## config.mk

```make
export PLATFORM = sky130hd
export DESIGN_NAME = apb_master_ctrl
export DESIGN_NICKNAME = d
export VERILOG_FILES = /design/src/rtl/apb_master_ctrl.sv
export SDC_FILE = /design/constraint.sdc
export NUM_CORES = 1
export LEC_CHECK = 0
export BUFFER_PORTS_ARGS = -buffer_cell sky130_fd_sc_hd__buf_4
export CAP_MARGIN = 5
export CORE_MARGIN = 10
export CORE_UTILIZATION = 43
export CTS_CLUSTER_SIZE = 16
export DETAILED_ROUTE_END_ITERATION = 8
export PLACE_DENSITY = 0.93
export RECOVER_POWER = 50
export SYNTH_ARGS = -nofsm -noshare
export SYNTH_HDL_FRONTEND = slang
export SYNTH_SLANG_ARGS = --single-unit
export TNS_END_PERCENT = 20
```

## constraint.sdc

```tcl
create_clock -name clk -period 2.7 [get_ports clk]
set_input_delay 0 -clock clk [delete_from_list [all_inputs] [get_ports clk]]
set_output_delay 0 -clock clk [all_outputs]
set_load 0.05 [all_outputs]
```

## src/rtl/apb_master_ctrl.sv

```systemverilog
// APB4 master: one outstanding command, address-decoded slave select,
// wait-state handling with an optional timeout, and a held response channel.
module apb_master_ctrl #(
    parameter int DATA_W  = 32,
    parameter int ADDR_W  = 32,
    parameter int NSLV    = 4,
    parameter int SEL_LSB = 12,
    parameter int TIMEOUT = 16
) (
    input  logic                     clk,
    input  logic                     rst,
    input  logic                     cmd_valid,
    output logic                     cmd_ready,
    input  logic                     cmd_write,
    input  logic [ADDR_W-1:0]        cmd_addr,
    input  logic [DATA_W-1:0]        cmd_wdata,
    input  logic [DATA_W/8-1:0]      cmd_strb,
    input  logic [2:0]               cmd_prot,
    output logic                     rsp_valid,
    input  logic                     rsp_ready,
    output logic [DATA_W-1:0]        rsp_rdata,
    output logic                     rsp_err,
    output logic [NSLV-1:0]          psel,
    output logic                     penable,
    output logic                     pwrite,
    output logic [ADDR_W-1:0]        paddr,
    output logic [DATA_W-1:0]        pwdata,
    output logic [DATA_W/8-1:0]      pstrb,
    output logic [2:0]               pprot,
    input  logic [NSLV*DATA_W-1:0]   prdata,
    input  logic [NSLV-1:0]          pready,
    input  logic [NSLV-1:0]          pslverr
);

    localparam int SW = (NSLV > 1) ? $clog2(NSLV) : 1;
    localparam int SB = DATA_W / 8;
    localparam int CW = (TIMEOUT > 1) ? $clog2(TIMEOUT) : 1;
    localparam logic [CW-1:0] TO_LAST = CW'((TIMEOUT > 0) ? TIMEOUT - 1 : 0);

    typedef enum logic [1:0] {IDLE, SETUP, ACCESS, RESP} state_e;

    state_e            state_q, state_d;
    logic              cmd_ready_q, cmd_ready_d;
    logic              rsp_valid_q, rsp_valid_d;
    logic [DATA_W-1:0] rsp_rdata_q, rsp_rdata_d;
    logic              rsp_err_q, rsp_err_d;
    logic [NSLV-1:0]   psel_q, psel_d;
    logic              penable_q, penable_d;
    logic              pwrite_q, pwrite_d;
    logic [ADDR_W-1:0] paddr_q, paddr_d;
    logic [DATA_W-1:0] pwdata_q, pwdata_d;
    logic [SB-1:0]     pstrb_q, pstrb_d;
    logic [2:0]        pprot_q, pprot_d;
    logic [SW-1:0]     idx_q, idx_d;
    logic [CW-1:0]     wait_cnt_q, wait_cnt_d;

    logic [SW-1:0]     cmd_idx;
    logic              decode_err;
    logic              sel_ready;
    logic              sel_err;
    logic [DATA_W-1:0] sel_rdata;

    assign cmd_idx    = cmd_addr[SEL_LSB +: SW];
    assign decode_err = {1'b0, cmd_idx} >= (SW + 1)'(NSLV);

    // Only the selected slave's response lines are ever looked at.
    always_comb begin
        sel_ready = 1'b0;
        sel_err   = 1'b0;
        sel_rdata = '0;
        for (int i = 0; i < NSLV; i++) begin
            if (idx_q == SW'(i)) begin
                sel_ready = pready[i];
                sel_err   = pslverr[i];
                sel_rdata = prdata[i*DATA_W +: DATA_W];
            end
        end
    end

    always_comb begin
        // NOTE: every _d starts as its _q so no path leaves a variable unassigned (no latches).
        state_d     = state_q;
        cmd_ready_d = cmd_ready_q;
        rsp_valid_d = rsp_valid_q;
        rsp_rdata_d = rsp_rdata_q;
        rsp_err_d   = rsp_err_q;
        psel_d      = psel_q;
        penable_d   = penable_q;
        pwrite_d    = pwrite_q;
        paddr_d     = paddr_q;
        pwdata_d    = pwdata_q;
        pstrb_d     = pstrb_q;
        pprot_d     = pprot_q;
        idx_d       = idx_q;
        wait_cnt_d  = wait_cnt_q;

        case (state_q)
            IDLE: begin
                cmd_ready_d = 1'b1;
                if (cmd_valid && cmd_ready_q) begin
                    cmd_ready_d = 1'b0;
                    if (decode_err) begin
                        // Unmapped target: answer immediately, APB outputs untouched.
                        rsp_valid_d = 1'b1;
                        rsp_err_d   = 1'b1;
                        rsp_rdata_d = '0;
                        state_d     = RESP;
                    end else begin
                        idx_d      = cmd_idx;
                        pwrite_d   = cmd_write;
                        paddr_d    = cmd_addr;
                        pwdata_d   = cmd_write ? cmd_wdata : '0;
                        pstrb_d    = cmd_write ? cmd_strb : '0;
                        pprot_d    = cmd_prot;
                        wait_cnt_d = '0;
                        for (int i = 0; i < NSLV; i++) begin
                            psel_d[i] = (cmd_idx == SW'(i));
                        end
                        state_d = SETUP;
                    end
                end
            end
            SETUP: begin
                penable_d = 1'b1;
                state_d   = ACCESS;
            end
            ACCESS: begin
                if (sel_ready) begin
                    psel_d      = '0;
                    penable_d   = 1'b0;
                    rsp_valid_d = 1'b1;
                    rsp_err_d   = sel_err;
                    rsp_rdata_d = pwrite_q ? '0 : sel_rdata;
                    state_d     = RESP;
                end else if (TIMEOUT != 0 && wait_cnt_q == TO_LAST) begin
                    psel_d      = '0;
                    penable_d   = 1'b0;
                    rsp_valid_d = 1'b1;
                    rsp_err_d   = 1'b1;
                    rsp_rdata_d = '0;
                    state_d     = RESP;
                end else begin
                    wait_cnt_d = wait_cnt_q + 1'b1;
                end
            end
            RESP: begin
                if (rsp_ready) begin
                    rsp_valid_d = 1'b0;
                    cmd_ready_d = 1'b1;
                    state_d     = IDLE;
                end
            end
            default: state_d = IDLE;
        endcase
    end

    // NOTE: sequential state uses non-blocking assignments only.
    always_ff @(posedge clk) begin
        if (rst) begin
            state_q     <= IDLE;
            cmd_ready_q <= 1'b0;
            rsp_valid_q <= 1'b0;
            rsp_rdata_q <= '0;
            rsp_err_q   <= 1'b0;
            psel_q      <= '0;
            penable_q   <= 1'b0;
            pwrite_q    <= 1'b0;
            paddr_q     <= '0;
            pwdata_q    <= '0;
            pstrb_q     <= '0;
            pprot_q     <= '0;
            idx_q       <= '0;
            wait_cnt_q  <= '0;
        end else begin
            state_q     <= state_d;
            cmd_ready_q <= cmd_ready_d;
            rsp_valid_q <= rsp_valid_d;
            rsp_rdata_q <= rsp_rdata_d;
            rsp_err_q   <= rsp_err_d;
            psel_q      <= psel_d;
            penable_q   <= penable_d;
            pwrite_q    <= pwrite_d;
            paddr_q     <= paddr_d;
            pwdata_q    <= pwdata_d;
            pstrb_q     <= pstrb_d;
            pprot_q     <= pprot_d;
            idx_q       <= idx_d;
            wait_cnt_q  <= wait_cnt_d;
        end
    end

    assign cmd_ready = cmd_ready_q;
    assign rsp_valid = rsp_valid_q;
    assign rsp_rdata = rsp_rdata_q;
    assign rsp_err   = rsp_err_q;
    assign psel      = psel_q;
    assign penable   = penable_q;
    assign pwrite    = pwrite_q;
    assign paddr     = paddr_q;
    assign pwdata    = pwdata_q;
    assign pstrb     = pstrb_q;
    assign pprot     = pprot_q;

endmodule

```

**After elaboration in Yosys (flattened, before gate mapping)**

Index checks and enable logic that the tools add are counted.
Widths: inputs -> output; s select.

- Logic and storage cells: 88
- Memories kept: 0
- Bits in registers: 120
- Bits in read-only memories: 0
- Bits in latches: 0
- Bits in writable memories: 0

- Equal/unequal tests: 15
- Shifts and indexed selects: 0
- Multiplexer cells: 41
- Bitwise gates (word level): 0
- Add/sub/neg operators: 1
- $mul: 0
- $lt $le $gt $ge: 0
- Reductions and logical operators: 17
- Div/mod/pow operators: 0

Operator list:

| operator | count |
|---|---|
| $mux 32 | 8 |
| $mux 4 | 7 |
| $mux 1 | 16 |
| $pmux 4 s2 | 2 |
| $eq 2x2->1 const B | 6 |
| $reduce_bool 2->1 | 5 |
| $reduce_and 3->1 | 3 |
| $mux 2 | 4 |
| $ne 2x2->1 const B | 4 |
| $pmux 2 s4 | 1 |
| $reduce_and 2->1 | 4 |
| $eq 2x1->1 const B | 3 |
| $logic_not 2->1 | 3 |
| $pmux 1 s2 | 3 |
| $add 4x1->4 const B | 1 |
| $eq 4x4->1 const B | 1 |
| $reduce_and 4->1 | 1 |
| $ne 3x3->1 const B | 1 |
| $logic_and 1x1->1 | 1 |

**Longest topological paths before layout**

- Depth in word-level cells: 7
- Gate-level depth with buffers: 7

**Worst setup path after synthesis**

No wires, ideal clock.

- Kind: flip-flop to flip-flop
- From: reg, netlist name paddr[12]
- To: reg rsp_rdata_q[13] (netlist: rsp_rdata[13])
- Required time: 2.583 ns
- Library setup time: 0.117 ns
- Clock period less this slack: 2.292 ns
- Buffers on the path: 2
- Arrival time: 2.174 ns
- Slack: 0.408 ns
- Stages on the path, launching flop included: 5
- Cell sequence: dfxtp_1 buf_4 buf_1 mux4_2 a32o_1

RTL lines:

| element | line | RTL |
|---|---|---|
| end signal: assignment | 178 | `rsp_rdata_q <= rsp_rdata_d;` |
| end: declaration | 45 | `logic [DATA_W-1:0] rsp_rdata_q, rsp_rdata_d;` |

==> run metrics <==
outcome=completed; placed inst area=7600 um2; Root Driver=clkbuf_16; CP required=slightly below 3 ns; antenna-violating nets left=0; worst hold margin=0.0292 ns; die footprint=16700 um2; Max Clk Rate=439 MHz; post-layout util=73.3%; CP arrival=2.53 ns; max cap viols=0; unrepaired setup endpoints after global routing=false; EDFF count, synth=0; PwrDens=770 nW/um2; CORE AREA=11600 um2; worst-margin pin slew=around 1.2 ns; via count=5953; multi-input logic area=roughly 2500 um2; cell at the slowest stage of the critical path=clkbuf_2; filler instances=860; final net count=1111; global route total overflow=0; worst hold path class=input port to flop; register area share after synthesis=46.1%; placed insts=947; Worst slew margin=about 17%; worst path cell trace=clkbuf_2, mux4_2, nor2_1, a221oi_1; clk_lat worst skew=0.40 ns; DIE WIDTH=129 um; CTS H-tree depth=4; Initial Utilization=44.3%; syn nets=~740; chip height=around 130 um; GR Util All Layers=26.9%; Mean Syn Cell Area=9.76 um2; Critical Path Max Stage Delay=0.91 ns; area fraction of the dominant cell type after synthesis=46.1%; Vias/cell=around 5.7; routed wire length per instance=22.6 um; total CTS buffers=17; count of final setup violators=0; final hold violations=0; Max Slew Vio Count=0; post-synthesis instance area=5130 um2; post-DP HPWL=15.8 mm; Peak VDD IR=0.000610 V; post-cts resize count=0; crit share post-route=84.5%; vias in the first global route=~6200; skew final=0.0121 ns; commonest non-fill, non-tap cell in the layout=buf_4; Synth Warn #=0; Synth area leader=dfxtp_1; post-route cell area=8470 um2; Layout Cells excl Fill=1053; crit path capture type=flop; Max Buffers Root-to-Sink=2; Synth area leaders=dfxtp_1 46%, mux4_2 15%, nand2_1 8.6%, a21oi_1 7.1%, a32o_1 6.2%; Rows=39; IO Port Bufs=323; r2r setup slk=0.42 ns; First DRT Iteration DRCs=407; Synth Flop Type=dfxtp_1; final WL=23.7 mm; # clock sinks=118; fraction of registers with async set/reset=0%; clk slew on worst S/H paths=roughly 0.060 ns; final total power=6.52 mW; total iterations of the first detailed-routing run=5; CTS tree=built; Setup crit start kind=flop; fin crit period=2.28 ns; register bit total from synthesis=around 120; Total Neg Setup Slack=0 ns; first-pass GRT wire length=35.5 mm; CP Max Fanout=35; DRC=0; worst slack, placed=0.588 ns; static leakage=3.30 nW; Top Ports=324; register area=2360 um2; Synth-to-Final Area Change=65.3%; Synth cell types=41; CP Class=flop to flop; worst setup margin=approximately 0.42 ns; RePlAce Congestion=0.884; layout cells sized above 1=32.6%; most frequent cells in the layout=217 x buf_4, 118 x nand2_1, 116 x dfxtp_1; initial antenna violation count=2; largest net degree at the start of global routing=74; Synth Instances=approximately 530
-- flip-flops by register name, summed over array words and instances, names as in the netlist --
name	flops
cmd_ready	1
rsp_rdata	32
pwrite	1
pstrb	4
rsp_valid	1
pwdata	32
pprot	3
paddr	32
state_q	2
rsp_err	1
psel	4
penable	1
wait_cnt_q	4
-- report_power, final --
group | total [mW] | internal (mW) | leakage (nW) | switching (mW)
Combinational | 2.30 | 0.761 | 2.08 | 1.54
Clock | 2.13 | 1.30 | 0.269 | 0.833
Sequential | 2.10 | 1.95 | 0.957 | 0.141
Total | 6.52 | 4.01 | 3.30 | 2.51
-- layer usage --
layer  vias to the layer above  track usage [%]  wire [um]
met5                         -                0          0
met4                         0             10.8        990
met3                        65             12.8       3110
met2                       369             47.8      11900
met1                      2838             26.6       7730
li1                       2681                -          -
-- worst paths after layout --
check	cells past startpoint	start	end
min	3	prdata[89]	rsp_rdata[25]
max	4	paddr[12]	rsp_err
max reg2reg	4	paddr[12]	rsp_err
min reg2reg	2	paddr[9]	paddr[9]
-- worst max-delay path: cells and delay by family (launching register included) --
kind / cells / cell delay, ns
flops: 1 / 0.33
mux: 1 / 0.65
buf+inv: 1 / 0.91
compound gates: 1 / 0.08
simple gates: 1 / 0.11
-- Yosys cell counts (2+ instances only) --
library cell / instances
a21oi_1: 73
a221oi_1: 2
a311o_1: 4
a32o_1: 32
and3_1: 3
buf_1: 4
buf_2: 8
clkbuf_1: 37
dfxtp_1: 118
ha_1: 4
inv_1: 3
mux2i_1: 5
mux4_2: 34
nand2_1: 118
nand3_1: 42
nand3b_1: 3
nor2_1: 3
nor4_1: 7
nor4b_1: 2
o21ai_1: 2
-- logic make-up after synthesis --
family                     synth area share [%]
AOI/OAI and AO/OA                          15.8
adders and majority gates                 0.976
buffers and inverters                      4.52
DFF                                        46.1
muxes                                      15.9
and+or+nand+nor                            16.7
-- area by class of cell --
cell class / count / share of cell area (%)
multi-input cells: 351 / 30.1
clock inverters: 14 / 1.51
repair buffers: 402 / 33.0
well taps: 143 / 2.11
flip-flops and latches: 118 / 27.9
clock buffers: 18 / 5.18
diodes: 2 / 0.0591
inverters: 5 / 0.221
-- what timing repair did --
action | CTS | global route
endpoints found under the hold margin | 73 | 0
buffers inserted | 0 | 0
hold buffers | 72 | 0
Note: power is estimated with default switching activity, not from simulation.
